--- config.mk ---
export PLATFORM = sky130hd
export DESIGN_NAME = keypad_digits_flat
export DESIGN_NICKNAME = d
export VERILOG_FILES = /design/src/rtl/keypad_digits_if.sv /design/src/rtl/keypad_digits.sv /design/src/flat_wrapper.sv
export SDC_FILE = /design/constraint.sdc
export NUM_CORES = 1
export LEC_CHECK = 0
export ABC_CLOCK_PERIOD_IN_PS = 2200
export CORE_ASPECT_RATIO = 1.4
export CORE_MARGIN = 2
export CORE_UTILIZATION = 50
export CTS_BUF_LIST = sky130_fd_sc_hd__clkbuf_2
export DETAILED_ROUTE_END_ITERATION = 8
export PLACE_DENSITY = 0.77
export REMOVE_ABC_BUFFERS = 1
export SKIP_CTS_REPAIR_TIMING = 1
export SLEW_MARGIN = 25
export SYNTH_ARGS = -nofsm -noshare
export SYNTH_HDL_FRONTEND = slang
export SYNTH_SLANG_ARGS = --single-unit
--- constraint.sdc ---
create_clock -name int_osc -period 2.2 [get_ports int_osc]
set_input_delay 0.44 -clock int_osc [delete_from_list [all_inputs] [get_ports int_osc]]
set_output_delay 0.44 -clock int_osc [all_outputs]
set_load 0.05 [all_outputs]
--- src/rtl/keypad_digits_if.sv ---
// Keypad-side and digit-side signals of keypad_digits.
// The slave view belongs to the scanner, which drives the rows and digits.
// The master view belongs to whatever models or hosts the keypad.
interface keypad_digits_if;
    logic [3:0] col;        // active-low columns, pulled up off-chip
    logic [3:0] row;        // active-low row drive, at most one bit low
    logic [3:0] s0;         // newest accepted digit
    logic [3:0] s1;         // previous accepted digit
    logic       key_valid;  // one-cycle pulse when s0/s1 update

    modport slave  (input  col, output row, s0, s1, key_valid);
    modport master (output col, input  row, s0, s1, key_valid);
endinterface

--- src/rtl/keypad_digits.sv ---
// 4x4 active-low matrix keypad scanner with press and release debounce.
// Each accepted press shifts a hex digit into s0, and the old s0 moves to s1.
// key_valid pulses for one cycle on that update.
module keypad_digits #(
    parameter int SCAN_CYCLES     = 24000,
    parameter int DEBOUNCE_CYCLES = 480000
) (
    input  logic             int_osc,
    input  logic             reset,
    keypad_digits_if.slave   kp
);
    localparam int MAXC = (SCAN_CYCLES > DEBOUNCE_CYCLES) ? SCAN_CYCLES : DEBOUNCE_CYCLES;
    localparam int CW   = (MAXC > 1) ? $clog2(MAXC) : 1;
    localparam logic [CW-1:0] SCAN_LAST = CW'(SCAN_CYCLES - 1);
    localparam logic [CW-1:0] DEB_LAST  = CW'(DEBOUNCE_CYCLES - 1);

    typedef enum logic [1:0] {SCAN, DEB_PRESS, HOLD, DEB_REL} state_t;

    state_t          state_q, state_d;
    logic [1:0]      ridx_q, ridx_d;
    logic [1:0]      cidx_q, cidx_d;
    logic [3:0]      pat_q, pat_d;
    logic [CW-1:0]   cnt_q, cnt_d;
    logic [3:0]      row_q, row_d;
    logic [3:0]      s0_q, s0_d;
    logic [3:0]      s1_q, s1_d;
    logic            kv_q, kv_d;
    logic [3:0]      sync1_q, sync1_d;
    logic [3:0]      cols_q, cols_d;

    logic [3:0]      col_low;
    logic            one_low;
    logic [1:0]      cidx_new;

    // Map the (row, column) position to the printed legend of the key.
    function automatic logic [3:0] keymap(input logic [1:0] r, input logic [1:0] c);
        logic [3:0] k;
        case ({r, c})
            4'h0: k = 4'h1;  4'h1: k = 4'h2;  4'h2: k = 4'h3;  4'h3: k = 4'hA;
            4'h4: k = 4'h4;  4'h5: k = 4'h5;  4'h6: k = 4'h6;  4'h7: k = 4'hB;
            4'h8: k = 4'h7;  4'h9: k = 4'h8;  4'hA: k = 4'h9;  4'hB: k = 4'hC;
            4'hC: k = 4'hE;  4'hD: k = 4'h0;  4'hE: k = 4'hF;  default: k = 4'hD;
        endcase
        return k;
    endfunction

    // Decode the synchronized columns: exactly one low column, and which one.
    always_comb begin
        col_low  = ~cols_q;
        one_low  = (col_low != 4'd0) && ((col_low & (col_low - 4'd1)) == 4'd0);
        cidx_new = 2'd0;
        case (cols_q)
            4'b1101: cidx_new = 2'd1;
            4'b1011: cidx_new = 2'd2;
            4'b0111: cidx_new = 2'd3;
            default: cidx_new = 2'd0;
        endcase
    end

    // Scanner FSM next-state logic, counters, digit shift and column synchronizer.
    always_comb begin
        state_d = state_q;
        ridx_d  = ridx_q;
        cidx_d  = cidx_q;
        pat_d   = pat_q;
        cnt_d   = cnt_q;
        s0_d    = s0_q;
        s1_d    = s1_q;
        kv_d    = 1'b0;
        sync1_d = kp.col;
        cols_d  = sync1_q;

        case (state_q)
            SCAN: begin
                if (cnt_q == SCAN_LAST) begin
                    cnt_d = '0;
                    if (one_low) begin
                        pat_d   = cols_q;
                        cidx_d  = cidx_new;
                        state_d = DEB_PRESS;
                    end else begin
                        ridx_d = ridx_q + 2'd1;
                    end
                end else begin
                    cnt_d = cnt_q + CW'(1);
                end
            end
            DEB_PRESS: begin
                if (cols_q != pat_q) begin
                    // Any change restarts scanning on the same row.
                    cnt_d   = '0;
                    state_d = SCAN;
                end else if (cnt_q == DEB_LAST) begin
                    s1_d    = s0_q;
                    s0_d    = keymap(ridx_q, cidx_q);
                    kv_d    = 1'b1;
                    cnt_d   = '0;
                    state_d = HOLD;
                end else begin
                    cnt_d = cnt_q + CW'(1);
                end
            end
            HOLD: begin
                // Only the latched column matters; other keys are ignored.
                if (cols_q[cidx_q]) begin
                    cnt_d   = '0;
                    state_d = DEB_REL;
                end
            end
            default: begin  // DEB_REL
                if (!cols_q[cidx_q]) begin
                    state_d = HOLD;
                end else if (cnt_q == DEB_LAST) begin
                    ridx_d  = ridx_q + 2'd1;
                    cnt_d   = '0;
                    state_d = SCAN;
                end else begin
                    cnt_d = cnt_q + CW'(1);
                end
            end
        endcase

        // The row register follows ridx, so it moves exactly when ridx advances.
        row_d = ~(4'b0001 << ridx_d);
    end

    // State and data registers with synchronous active-low reset.
    always_ff @(posedge int_osc) begin
        if (!reset) begin
            state_q <= SCAN;
            ridx_q  <= 2'd0;
            cidx_q  <= 2'd0;
            pat_q   <= 4'b1111;
            cnt_q   <= '0;
            row_q   <= 4'b1110;
            s0_q    <= 4'h0;
            s1_q    <= 4'h0;
            kv_q    <= 1'b0;
            sync1_q <= 4'b1111;
            cols_q  <= 4'b1111;
        end else begin
            state_q <= state_d;
            ridx_q  <= ridx_d;
            cidx_q  <= cidx_d;
            pat_q   <= pat_d;
            cnt_q   <= cnt_d;
            row_q   <= row_d;
            s0_q    <= s0_d;
            s1_q    <= s1_d;
            kv_q    <= kv_d;
            sync1_q <= sync1_d;
            cols_q  <= cols_d;
        end
    end

    assign kp.row       = row_q;
    assign kp.s0        = s0_q;
    assign kp.s1        = s1_q;
    assign kp.key_valid = kv_q;
endmodule

--- src/flat_wrapper.sv ---
// flat-port wrapper written by rule: the top's interface ports become plain ports
module keypad_digits_flat 
#(
    parameter int SCAN_CYCLES     = 24000,
    parameter int DEBOUNCE_CYCLES = 480000
)
  (int_osc, reset, kp_col, kp_row, kp_s0, kp_s1, kp_key_valid);
  keypad_digits_if kp_i ();
  input  logic int_osc;
  input  logic reset;
  input wire logic [$bits(kp_i.col)-1:0] kp_col;
  output wire logic [$bits(kp_i.row)-1:0] kp_row;
  output wire logic [$bits(kp_i.s0)-1:0] kp_s0;
  output wire logic [$bits(kp_i.s1)-1:0] kp_s1;
  output wire logic [$bits(kp_i.key_valid)-1:0] kp_key_valid;
  assign kp_i.col = kp_col;
  assign kp_row = kp_i.row;
  assign kp_s0 = kp_i.s0;
  assign kp_s1 = kp_i.s1;
  assign kp_key_valid = kp_i.key_valid;
  keypad_digits #(.SCAN_CYCLES(SCAN_CYCLES), .DEBOUNCE_CYCLES(DEBOUNCE_CYCLES)) u_core (.int_osc(int_osc), .reset(reset), .kp(kp_i));
endmodule
After elaboration in Yosys (flattened, before gate mapping)
Memory sizes are Yosys's and may differ from the RTL's. A register that Yosys moved wholly into a read port is not among the register bits.
Cells that the tools add are included.
{ "classes": {"add_sub_neg": 3, "n_lt_le_gt_ge": 1, "eq_ne": 13, "n_shift": 1, "muxes": 23, "bitwise_logic": 6, "reduce_logical": 12} }
{ "ops": {"columns": ["operator", "n"], "rows": [
  ["two-way mux 19 bit", 5],
  ["case mux 19 bit (3 select lines)", 1],
  ["two-way mux 2 bit", 11],
  ["adder 19 x 1 -> 19 bit (second input constant)", 1],
  ["equality test 19 x 15 -> 1 bit (second input constant)", 1],
  ["equality test 19 bit (second input constant)", 1],
  ["case mux 2 bit (3 select lines)", 2],
  ["equality test 4 bit (second input constant)", 2],
  ["inverter 4 bit", 2],
  ["!= test 2 x 1 -> 1 bit (second input constant)", 3],
  ["AND reduction 3 bit", 2],
  ["!= test 5 x 4 -> 1 bit (second input constant)", 1],
  ["AND reduction 5 bit", 1],
  ["bitwise AND 4 bit", 1],
  ["equality test 4 x 3 -> 1 bit (second input constant)", 1],
  ["logical NOT 4 bit", 1],
  ["!= test 4 bit", 1],
  ["case mux 2 bit (2 select lines)", 1],
  ["nonzero test 4 bit", 1],
  ["left shift 1 x 2 -> 4 bit (first input constant)", 1],
  ["subtractor 4 x 1 -> 4 bit (second input constant)", 1],
  ["less-than comparator 2 x 3 -> 1 bit (second input constant)", 1],
  ["!= test 3 x 1 -> 1 bit (second input constant)", 1],
  ["inverter 1 bit", 3],
  ["other kinds (12)", 13]
]} }
{ "totals": {"regBits": 46, "mem_bits_ro": 64, "in_bits": 6, "output_inout_bits": 13, "word_cells": 70, "memories": 1} }
{ "mem_list": {"columns": ["name", "depth", "width", "read_ports", "rd_clocked_by_memory_dff", "write_ports", "line_no", "source"], "rows": [
  ["(no name shown)", 16, 4, 1, 1, 0, "keypad_digits.sv:38", "case ({r, c})"]
]} }

Longest topological paths before layout
{ "depth": {"depth_word": 10, "depth_mapped": 11, "mapped_depth_nobuf": 8} }

Worst setup path after synthesis
OpenSTA, ideal clock, no wires.
{ "synth_path": {"path_kind": "reg-to-reg", "from": "register u_core.cnt_q[0]", "to": "register u_core.cidx_q[0]", "setup_time_ps": 70, "t_arrival_ps": 2211, "required_ps": 2130, "setup_slack_ps": -81, "path_stages_with_launch": 9, "n_path_buf": 2, "synth_period_minus_slack_ps": 2281, "path_cell_list": "dfxtp_1 -> ha_1 -> nand2_1 -> or3_1 -> buf_2 -> or4_4 -> buf_6 -> or3_1 -> a21boi_1"} }
{ "synth_via": {"elab_chain_cells": 2} }
{ "synth_rtl": {"columns": ["element", "line_no", "source"], "rows": [
  ["start, declared", "keypad_digits.sv:23", "logic [CW-1:0] cnt_q, cnt_d;"],
  ["start signal, assigned", "keypad_digits.sv:146", "cnt_q <= cnt_d;"],
  ["equality test 19 x 15 -> 1 bit", "keypad_digits.sv:75", "if (cnt_q == SCAN_LAST) begin"],
  ["AND reduction 3 bit (no line)", null, null],
  ["end signal, assigned", "keypad_digits.sv:144", "cidx_q <= cidx_d;"],
  ["end, declared", "keypad_digits.sv:21", "logic [1:0] cidx_q, cidx_d;"]
]} }
No other way between the ends.
A chain may end at the register's enable or synchronous reset.

Final worst setup path
{ "layout_path": {"from": "register u_core.cnt_q[15]", "to": "register u_core.cidx_q[1]"} }
Same word-level chain as after synthesis.

==> metrics.log <==
INFO  metric stdcell_area = 3040 um^2
INFO  metric cell_internal_pwr = 1.04 mW
INFO  metric routed_wl = 4.98 mm
INFO  metric switching_share = 24.2%
INFO  metric timing.critical_path.to_type = flip-flop
INFO  metric post_detailed_route_via_to_cell_ratio = 5.43
INFO  metric globalRoute.totalOverflow = 0
INFO  metric synthesis.area = 2530 um^2
INFO  metric hold_vio_cnt_final = 0
INFO  metric grt_pass1_vias = 1954
INFO  metric critical_path.startpoint_type = flip-flop
INFO  metric synth_seq_cells = 50
INFO  metric number_of_antenna_violations_at_the_first_check_in_global_routing = 0
INFO  metric layout_commonest_cell = dfxtp_1
INFO  metric total_switching_power = 333 uW
INFO  metric detail_route.first_pass.iterations = 4
INFO  metric synth_edf_count = 0
INFO  metric critical_path_arrival = 2.54 ns
INFO  metric worst_ir_drop_vdd = 0.000291 V
INFO  metric power_frac_seq = 67.4%
INFO  metric nets = 328
INFO  metric maximum_root_to_sink_buffer_count = 2
INFO  metric synth_flop_cell = dfxtp_1
INFO  metric synth.yosys.seq_area_share = 39.6%
INFO  metric die_h = 88.1 um
INFO  metric port_buffers = 18
INFO  metric final-max-slew-violation-count = 0
INFO  metric finish.utilization = 62.7%
INFO  metric grt_pass1_wl = 8.56 mm
INFO  metric core_area = 4840 um^2
INFO  metric grt_max_degree = 16
INFO  metric design.die.area = 5650 um^2
INFO  metric numCtsBuffers = 5
INFO  metric timing.clock.skew = 0.00671 ns
INFO  metric syn_to_final_growth = 20.2%
INFO  metric cts_htree_levels = 2
INFO  metric number_of_drc_markers_in_iteration_0 = 105
INFO  metric layout.cells.most_common_list = dfxtp_1, nand2_1, buf_4
INFO  metric route.antenna.remaining_nets = 0
INFO  metric leakage = 1.15 nW
INFO  metric area.sequential = 1010 um^2
INFO  metric die-width = 64.1 um
INFO  metric worst-path-max-fanout = 5
INFO  metric criticalPathCategory = reg -> reg
INFO  metric clock_power_share = 26.3%
INFO  metric ys_warn_count = 0
INFO  metric placed_cell_area = 2900 um^2
INFO  metric timing.slew.headroom = 62.8%
INFO  metric synth_cell_type_count = 54
INFO  metric insertedDiodeCount = 0
INFO  metric worst_slew_pin_slew = 0.557 ns
INFO  metric power.combinational.fraction = 6.3%
INFO  metric power.density = 454 nW/um^2
INFO  metric post-route-drc-count = 0
INFO  metric final_worst_hold_slack = 0.437 ns
INFO  metric cts_tree = built
INFO  metric postSynthCellCount = 274
INFO  metric gp_congestion = 0.834
INFO  metric fp-row-count = 30
INFO  metric final_layout_size_suffix_gt1_share = 22.7%
INFO  metric min-delay-path-class = reg -> reg
INFO  metric vias = 2046
INFO  metric clock_pin_slew_on_the_worst_setup_and_hold_paths = 0.23 ns
INFO  metric multi_input_area = 1480 um^2
INFO  metric synth.avg_cell_area = 9.22 um^2
INFO  metric floorplan.initialDensity = 52.2%
INFO  metric layout_filler_cell_count = 410
INFO  metric worstPathRequired = 2.59 ns
INFO  metric cts.sink_count = 50
INFO  metric async_flop_share = 0%
INFO  metric outcome = finished clean
INFO  metric clk-insertion-delay-late = 0.43 ns
INFO  metric top_level_ports = 19
INFO  metric clock-root-buffer = clkbuf_2
INFO  metric setup_total_negative_slack = 0 ns
INFO  metric dpl.hpwl = 3.69 mm
INFO  metric min_period_over_period = 97.9%
INFO  metric max_clock_freq = 464 MHz
INFO  metric route.detailed.wl_per_inst = 13.2 um
INFO  metric setup_viol = 0
INFO  metric max_cap_violations = 0
INFO  metric post-route-min-period = 2.15 ns
INFO  metric total_routing_usage_reported_by_global_routing = 19.2%
## flip-flops by register name (all words and copies together) (netlist names)
register / cells
u_core.cols_d: 4
u_core.cols_q: 4
u_core.pat_q: 4
u_core.kp.key_valid: 1
u_core.cidx_q: 2
u_core.kp.s1: 4
u_core.state_q: 2
u_core.cnt_q: 19
u_core.kp.row: 4
u_core.kp.s0: 4
u_core.ridx_q: 2
## power by group through the flow
stage          Combinational, mW  Clock, mW  Sequential, mW
6_report                  0.0873      0.362           0.929
2_1_floorplan             0.0373          0           0.945
3_5_place_dp              0.0848          0           0.945
3_3_place_gp              0.0831          0           0.944
4_1_cts                   0.0850      0.381           0.928
5_1_grt                   0.0972      0.412           0.932
## through the flow
step / total power, mW / setup slack [ns] / instances
after floorplan: 0.983 / -0.0652 / 260
after global placement: 1.03 / -0.0282 / 367
after detailed placement: 1.03 / -0.0443 / 367
after CTS: 1.39 / -0.0743 / 375
after global routing: 1.44 / -0.0389 / 377
final: 1.38 / 0.0462 / 377
## layer usage
layer,GRT usage [%],vias up,wire [um],part of all wire (%)
li1,-,1032,-,-
met1,19.2,957,1980,40
met2,36.7,41,2680,54
met3,3.86,16,156,3.1
met4,10.8,0,159,3.2
met5,0,-,0,0
## Yosys cell counts (2+ instances only)
cell type | count | area [um^2]
mux2i_1 | 8 | 80.1
o21ai_0 | 2 | 10.0
and3_1 | 3 | 18.8
nand4b_1 | 2 | 17.5
nand2_1 | 30 | 113
inv_1 | 9 | 33.8
clkbuf_1 | 8 | 30.0
xnor2_1 | 10 | 87.6
a21boi_0 | 2 | 15.0
nor3_1 | 2 | 10.0
nand2b_1 | 9 | 56.3
nor2_1 | 21 | 78.8
dfxtp_1 | 50 | 1000
and4b_1 | 2 | 20.0
a21boi_1 | 3 | 22.5
nand3b_1 | 4 | 30.0
nor4_1 | 4 | 25.0
o22ai_1 | 2 | 12.5
or4_1 | 3 | 22.5
nor2_4 | 4 | 45.0
nor3b_1 | 3 | 22.5
a21oi_1 | 4 | 20.0
xor2_1 | 12 | 105
a22o_1 | 10 | 87.6
nand4_1 | 6 | 37.5
or3_1 | 4 | 25.0
or4_4 | 2 | 22.5
o211ai_1 | 4 | 30.0
buf_6 | 4 | 45.0
a31oi_1 | 2 | 12.5
and2_1 | 3 | 18.8
ha_1 | 10 | 125
nand3_1 | 7 | 35.0
nor2_2 | 4 | 25.0
buf_2 | 2 | 10.0
## cells by family after synthesis
kind of cell               share of synthesized area [%]
muxes                                               4.50
xor gates and xnor gates                            7.62
AOI/OAI and AO/OA                                   12.1
and+or+nand+nor                                     26.4
buffers and inverters                               4.85
adders and majority gates                           4.95
DFF                                                 39.6
## path summary, 6_finish.rpt
check                           startpoint                            end  slack, ns  cells past startpoint
max          u_core.cnt_q[15]$_SDFFE_PN0P_  u_core.cidx_q[1]$_SDFFE_PN0P_       0.05                      5
min            u_core.cols_d[1]$_SDFF_PN1_    u_core.cols_q[1]$_SDFF_PN1_       0.44                      1
max reg2reg  u_core.cnt_q[15]$_SDFFE_PN0P_  u_core.cidx_q[1]$_SDFFE_PN0P_       0.05                      5
min reg2reg    u_core.cols_d[1]$_SDFF_PN1_    u_core.cols_q[1]$_SDFF_PN1_       0.44                      1
## cell type report
class | instances | area share, %
Clock buffer | 6 | 0.988
Clock inverter | 2 | 0.288
Inverter | 10 | 1.24
Multi-Input combinational cell | 200 | 48.7
Sequential cell | 50 | 33.2
Tap cell | 64 | 2.64
Timing Repair Buffer | 45 | 13.0
## critical path, stage by stage, from the launching register on
cell	delay, ns
dfxtp_1	0.40
nand4bb_1	0.23
or3_4	0.43
or4_4	0.53
or3_1	0.38
a21boi_2	0.15
No activity file was read; power rests on OpenSTA's default activity.
